## src/rtl/usr_pkg.sv

```systemverilog
// Shared encodings for the universal shift register sequencer: register modes,
// command opcodes and the sequencer FSM state type.
package usr_pkg;

    localparam logic [1:0] MODE_HOLD = 2'b00;
    localparam logic [1:0] MODE_SHR  = 2'b01;
    localparam logic [1:0] MODE_SHL  = 2'b10;
    localparam logic [1:0] MODE_LOAD = 2'b11;

    typedef enum logic [1:0] {
        OP_LOAD = 2'b00,
        OP_SHR  = 2'b01,
        OP_SHL  = 2'b10,
        OP_ROR  = 2'b11
    } usr_op_t;

    typedef enum logic [1:0] {
        ST_IDLE = 2'b00,
        ST_RUN  = 2'b01,
        ST_DONE = 2'b10
    } usr_state_t;

endpackage

```

## src/rtl/usr_sequencer.sv

```systemverilog
// Command sequencer driving a universal shift register: turns LOAD/SHR/SHL/ROR
// commands into an exact number of register mode cycles, then pulses done.
module usr_sequencer
    import usr_pkg::*;
#(
    parameter int WIDTH = 4,
    parameter int CW    = $clog2(WIDTH) + 1
) (
    input  logic             clk,
    input  logic             reset,
    input  logic             cmd_valid,
    output logic             cmd_ready,
    input  logic [1:0]       cmd_op,
    input  logic [CW-1:0]    cmd_count,
    input  logic [WIDTH-1:0] cmd_data,
    input  logic             cmd_fill,
    input  logic [WIDTH-1:0] q_in,
    output logic [1:0]       mode,
    output logic             serial_in_left,
    output logic             serial_in_right,
    output logic [WIDTH-1:0] parallel_in,
    output logic             busy,
    output logic             done,
    output logic [1:0]       dbg_state
);

    // Handshake: a command transfers on the rising edge where cmd_valid && cmd_ready;
    // cmd_ready is high only in IDLE, and cmd_valid at any other time is ignored.

    usr_state_t       state, state_next;
    logic [CW-1:0]    count, count_next;
    usr_op_t          op_q, op_next;
    logic [1:0]       mode_next;
    logic             sil_next;
    logic             sir_fill_q, sir_fill_next;
    logic [WIDTH-1:0] par_next;
    logic             unused_q_bits;

    assign unused_q_bits = ^q_in[WIDTH-1:1];

    always_ff @(posedge clk or posedge reset) begin
        if (reset) begin
            state          <= ST_IDLE;
            count          <= '0;
            op_q           <= OP_LOAD;
            mode           <= MODE_HOLD;
            serial_in_left <= 1'b0;
            sir_fill_q     <= 1'b0;
            parallel_in    <= '0;
        end else begin
            state          <= state_next;
            count          <= count_next;
            op_q           <= op_next;
            mode           <= mode_next;
            serial_in_left <= sil_next;
            sir_fill_q     <= sir_fill_next;
            parallel_in    <= par_next;
        end
    end

    // Register-facing outputs are set up on the acceptance edge so the first RUN
    // cycle already drives the active mode, and cleared on the edge leaving RUN.
    always_comb begin
        state_next    = state;
        count_next    = count;
        op_next       = op_q;
        mode_next     = mode;
        sil_next      = serial_in_left;
        sir_fill_next = sir_fill_q;
        par_next      = parallel_in;
        case (state)
            ST_IDLE: begin
                if (cmd_valid) begin
                    op_next = usr_op_t'(cmd_op);
                    if (cmd_op == OP_LOAD) begin
                        state_next = ST_RUN;
                        count_next = CW'(1);
                        mode_next  = MODE_LOAD;
                        par_next   = cmd_data;
                    end else if (cmd_count == '0) begin
                        state_next = ST_DONE;
                    end else begin
                        state_next    = ST_RUN;
                        count_next    = cmd_count;
                        mode_next     = (cmd_op == OP_SHL) ? MODE_SHL : MODE_SHR;
                        sil_next      = (cmd_op == OP_SHL) ? cmd_fill : 1'b0;
                        sir_fill_next = (cmd_op == OP_SHR) ? cmd_fill : 1'b0;
                    end
                end
            end
            ST_RUN: begin
                count_next = count - CW'(1);
                if (count == CW'(1)) begin
                    state_next    = ST_DONE;
                    mode_next     = MODE_HOLD;
                    sil_next      = 1'b0;
                    sir_fill_next = 1'b0;
                    par_next      = '0;
                end
            end
            ST_DONE: state_next = ST_IDLE;
            default: state_next = ST_IDLE;
        endcase
    end

    // Rotation feeds the bit about to fall off q[0] straight back into the top.
    assign serial_in_right = sir_fill_q | ((state == ST_RUN && op_q == OP_ROR) ? q_in[0] : 1'b0);
    assign cmd_ready       = (state == ST_IDLE);
    assign busy            = (state != ST_IDLE);
    assign done            = (state == ST_DONE);
    assign dbg_state       = state;

endmodule

```

## config.mk

```make
export PLATFORM = sky130hd
export DESIGN_NAME = usr_sequencer
export DESIGN_NICKNAME = d
export VERILOG_FILES = /design/src/rtl/usr_pkg.sv /design/src/rtl/usr_sequencer.sv
export SDC_FILE = /design/constraint.sdc
export NUM_CORES = 1
export LEC_CHECK = 0
export ABC_AREA = 1
export CAP_MARGIN = 15
export CORE_UTILIZATION = 47
export CTS_CLUSTER_SIZE = 10
export DETAILED_ROUTE_END_ITERATION = 8
export PLACE_DENSITY = 0.8
export SLEW_MARGIN = 10
export SYNTH_ARGS = -nofsm -noshare
export SYNTH_HDL_FRONTEND = slang
export SYNTH_SLANG_ARGS = --single-unit
export TNS_END_PERCENT = 100
```

## constraint.sdc

```tcl
create_clock -name clk -period 2.59 [get_ports clk]
set_input_delay 0.3885 -clock clk [delete_from_list [all_inputs] [get_ports clk]]
set_output_delay 0.3885 -clock clk [all_outputs]
set_load 0.02 [all_outputs]
```

# ---- Yosys cells after proc, flatten, opt, wreduce, memory -nomap -nowiden
# Cells that the tools add are included.
dict set report classes {
  addsub 1
  eq_ne 12
  n_mux 31
  bitwise 1
  n_reduce_logical 12
}
# op count
set ops {}
lappend ops {{2-bit two-way mux} 9}
lappend ops {{4-bit two-way mux} 3}
lappend ops {{1-bit two-way mux} 10}
lappend ops {{3-bit two-way mux} 3}
lappend ops {{2-bit inequality test (second input constant)} 4}
lappend ops {{2-bit case mux with 2 select lines} 2}
lappend ops {{4-bit case mux with 2 select lines} 1}
lappend ops {{4-bit AND reduction} 2}
lappend ops {{2-bit == test (second input constant)} 3}
lappend ops {{3-bit case mux with 2 select lines} 1}
lappend ops {{5-bit AND reduction} 1}
lappend ops {{2-bit by 1-bit == test with 1-bit output (second input constant)} 2}
lappend ops {{2-bit logical NOT} 2}
lappend ops {{1-bit case mux with 2 select lines} 2}
lappend ops {{2-bit AND reduction} 2}
lappend ops {{2-bit nonzero test} 2}
lappend ops {{3-bit by 1-bit == test with 1-bit output (second input constant)} 1}
lappend ops {{3-bit logical NOT} 1}
lappend ops {{3-bit inequality test (second input constant)} 1}
lappend ops {{3-bit AND reduction} 1}
lappend ops {{3-bit by 1-bit subtractor with 3-bit output (second input constant)} 1}
lappend ops {{2-bit by 1-bit inequality test with 1-bit output (second input constant)} 1}
lappend ops {{1-bit logical AND} 1}
lappend ops {{1-bit OR} 1}
dict set report word_totals {
  ff_bits 15
  in_bits 17
  out_inout_bits 13
}

# ---- Depth between registers and ports, before layout
dict set report logic_depth {
  ltp_word 6
  mapped_depth 9
  ltp_nobuf 9
}

# ---- Worst setup path before layout
# OpenSTA, ideal clock, no wires.
dict set report synth_path {
  kind {register to output}
  start {reg state[0] (netlist: dbg_state[0])}
  end {out serial_in_right}
  arrival_time_ps 1179
  slack_ps 1023
  stages_incl_launch_ff 4
  path_buffers 1
  path_cell_list {dfrtp_1 nand2_2 buf_4 o21bai_1}
}
dict set report synth_via {
  elab_chain_cells 4
}
# element line
set synth_lines {}
lappend synth_lines {{start: declaration} usr_sequencer.sv:30} ;# usr_state_t state, state_next;
lappend synth_lines {{start signal: assignment} usr_sequencer.sv:51} ;# state <= state_next;
lappend synth_lines {{2-bit by 1-bit == test with 1-bit output} usr_sequencer.sv:107} ;# assign serial_in_right = sir_fill_q | ((state == ST_RUN && op_q == OP_ROR) ? q_in[0] : 1'b0);
lappend synth_lines {{1-bit logical AND} usr_sequencer.sv:107}
lappend synth_lines {{1-bit two-way mux} usr_sequencer.sv:107}
lappend synth_lines {{1-bit OR} usr_sequencer.sv:107}
lappend synth_lines {{end: declaration} usr_sequencer.sv:20} ;# output logic serial_in_right,
# No other way between the ends.

# ---- Worst setup path in the final report
dict set report layout_path {
  start {reg state[1] (netlist: dbg_state[1])}
  end {out serial_in_right}
}
# The elaborated chain is that of the path after synthesis.

==> results.json <==
{
  "grt_pass1_wl_mm": 3.28,
  "cts_hold_buffers": 0,
  "post-dp-hpwl_mm": 1.49,
  "core_area_um2": 1590,
  "clock_skew_ps": 2.31,
  "synthesis.area_per_instance_um2": 7.39,
  "max_clock_freq_mhz": 469,
  "drt-vias-per-instance": 5.01,
  "clk_latency_ps": 270,
  "synthesis.area_um2": 850,
  "regToRegSetupSlack_ps": 1300,
  "drt_pass1_iterations": 4,
  "wirelength_mm": 1.84,
  "layout-drive-gt1-share_pct": 11.8,
  "placed_area_um2": 1130,
  "multi_input_area_um2": 418,
  "p_seq_share_pct": 30.0,
  "area_growth_pct": 36.4,
  "cellLeakagePower_nw": 0.597,
  "r2r_cells": 8,
  "cts_buffers": 3,
  "worstHoldPathType": "in2async",
  "diodes": 0,
  "internal-power_uw": 735,
  "power_density_nw_per_um2": 1190,
  "endpoint_kind": "output port",
  "relSlewSlack_pct": 61.6,
  "drtAntennaViolNets": 0,
  "nNetsFinal": 164,
  "drtIter0Drc": 12,
  "first_global_vias": 807,
  "wl_per_cell_um": 11.0,
  "htreeDepth": 1,
  "fin_crit_sh_pct": 82.3,
  "pwr-share-clk_pct": 9.6,
  "tightestPinTransition_ps": 576,
  "setup_violations": 0,
  "dpl.cell_count": 164,
  "postSynthCellCount": 115,
  "cp_slowest_cell": "clkdlybuf4s50_1",
  "synth_fp_nets": 134,
  "instances_no_fill": 168,
  "grtUsageTotal_pct": 22.5,
  "dieArea_um2": 1980,
  "finalHoldViolCount": 0,
  "clock_path_buffers": 2,
  "post_cts_resized": 0,
  "cts_tree": "built",
  "finalSetupTns_ps": 0,
  "drv_cap": 0,
  "ir_worst_vdd_uv": 750,
  "cp_slowest_stage_delay_ps": 610,
  "crit_chain": "inv_2, nand2_2, o21bai_1, clkdlybuf4s50_1",
  "cp_data_arrival_time_ps": 1740,
  "p_sw_share_pct": 46.7,
  "yosysTopAreaCell": "dfrtp_1",
  "start_kind": "flop",
  "slew_viol_final": 0,
  "combPwrFrac_pct": 60.4,
  "worstPathMaxFanout": 12,
  "root_buffer": "clkbuf_4",
  "antenna_found_initial": 0,
  "ys_ff_latch": 15,
  "critPathKind": "reg2out",
  "seq_area_um2": 375,
  "grt_max_degree": 16,
  "ys_seq_area_share_pct": 44.2,
  "reg2reg_to": "mode[1]$_DFFE_PP0P_",
  "fin_util_pct": 72.7,
  "synth.area.top_cells": "dfrtp_1 (44%), nand2_1 (19%), nor2_1 (5.7%)",
  "final.min_clock_period_ps": 2130,
  "drc": 0,
  "r2r-start": "dbg_state[1]$_DFFE_PP0P_",
  "rsz0062_at_grt": "false",
  "cts.sinks": 15,
  "io_buffer_count": 26,
  "pre_cts_slack_ps": 549,
  "yosysUniqueCellTypes": 17,
  "final_area_um2": 1160,
  "fill_cells": 133,
  "post_cts_buffers": 0,
  "layout_setup_ws_ps": 457,
  "cp_data_required_time_ps": 2200,
  "ios": 30,
  "initial_core_util_pct": 53.3,
  "place.gp.congestion": 0.827,
  "vias": 842,
  "die_height_um": 44.5,
  "rows": 14,
  "synth_top_area_share_pct": 44.2,
  "status": "finished, final reports clean",
  "grt-ovfl-total": 0,
  "path_clk_slew_ps": 90,
  "switching_power_uw": 643,
  "die_w_um": 44.5,
  "ys_warn_count": 0
}
## cells in the mapped netlist
library cell	instances
ha_1	2
dfrtp_1	15
nand4_1	4
inv_1	10
buf_4	1
nand2_2	6
or2_2	1
o21ai_1	1
nand2_4	3
nor2_4	1
o21bai_1	1
nand2_1	42
o21ai_0	4
inv_2	3
a21oi_1	1
nor2_1	13
nand3_1	7
## routing by layer
| layer | wire [um] | share of wire [%] | track usage, % |
|---|---|---|---|
| met2 | 968 | 53 | 43.2 |
| met5 | 0 | 0 | 0 |
| met1 | 754 | 41 | 25.8 |
| met4 | 6 | 0.33 | 5.45 |
| met3 | 112 | 6.1 | 3.27 |
## layout make-up
type | instances | share of cell area [%]
multi-input cells | 86 | 36.1
flip-flops and latches | 15 | 32.4
repair buffers | 26 | 22.5
inverters | 13 | 4.21
well taps | 24 | 2.59
clock buffers | 4 | 2.27
## layout by cell type (no fill, tap or decap), types with 2 or more instances in the layout
cell	instances
nand2_4	3
nand2_2	6
clkdlybuf4s50_1	26
dfrtp_1	15
clkbuf_4	3
o21ai_0	4
inv_2	3
nor2_1	13
nand3_1	7
inv_1	10
nand2_1	42
nand4_1	4
ha_1	2
## state kept, by name, indices dropped and copies added (netlist names)
name	count
parallel_in	4
count	3
dbg_state	2
mode	2
op_q	2
serial_in_left	1
sir_fill_q	1
## worst max path at each step
stage	start	endpoint	depth (start not counted)
3_5_place_dp	q_in[0]	serial_in_right	4
6_report	dbg_state[1]$_DFFE_PP0P_	serial_in_right	4
4_1_cts	dbg_state[1]$_DFFE_PP0P_	serial_in_right	4
2_1_floorplan	dbg_state[0]$_DFFE_PP0P_	serial_in_right	3
5_1_grt	dbg_state[1]$_DFFE_PP0P_	serial_in_right	4
3_3_place_gp	q_in[0]	serial_in_right	4
## power groups by stage
stage,registers (mW),logic [mW],clock network (mW)
after global routing,0.430,0.932,0.146
after floorplan,0.479,0.480,0
after detailed placement,0.419,0.833,0
after global placement,0.413,0.814,0
final,0.414,0.832,0.132
after CTS,0.415,0.839,0.135
## critical path: cells and delay by family (launching register included)
kind | cells | cell delay, ps
simple gates | 1 | 150
flops | 1 | 430
buf+inv | 2 | 710
compound gates | 1 | 180
## cells by family (layout without fill, tap and decap cells)
group | count (synthesis) | after routing | share of synthesized area, %
buffers and inverters | 14 | 43 | 6.63
AND/OR/NAND/NOR | 77 | 77 | 41.8
flip-flops | 15 | 15 | 44.2
AO/OA/AOI/OAI | 7 | 7 | 4.42
adder cells (fa/ha/maj) | 2 | 2 | 2.95
## metrics by stage
step	power, mW	hold WS [ps]
after floorplan	0.959	290
after global placement	1.23	454
after detailed placement	1.25	462
after CTS	1.39	473
after global routing	1.51	511
final	1.38	459
Note: power is estimated with default switching activity, not from simulation.
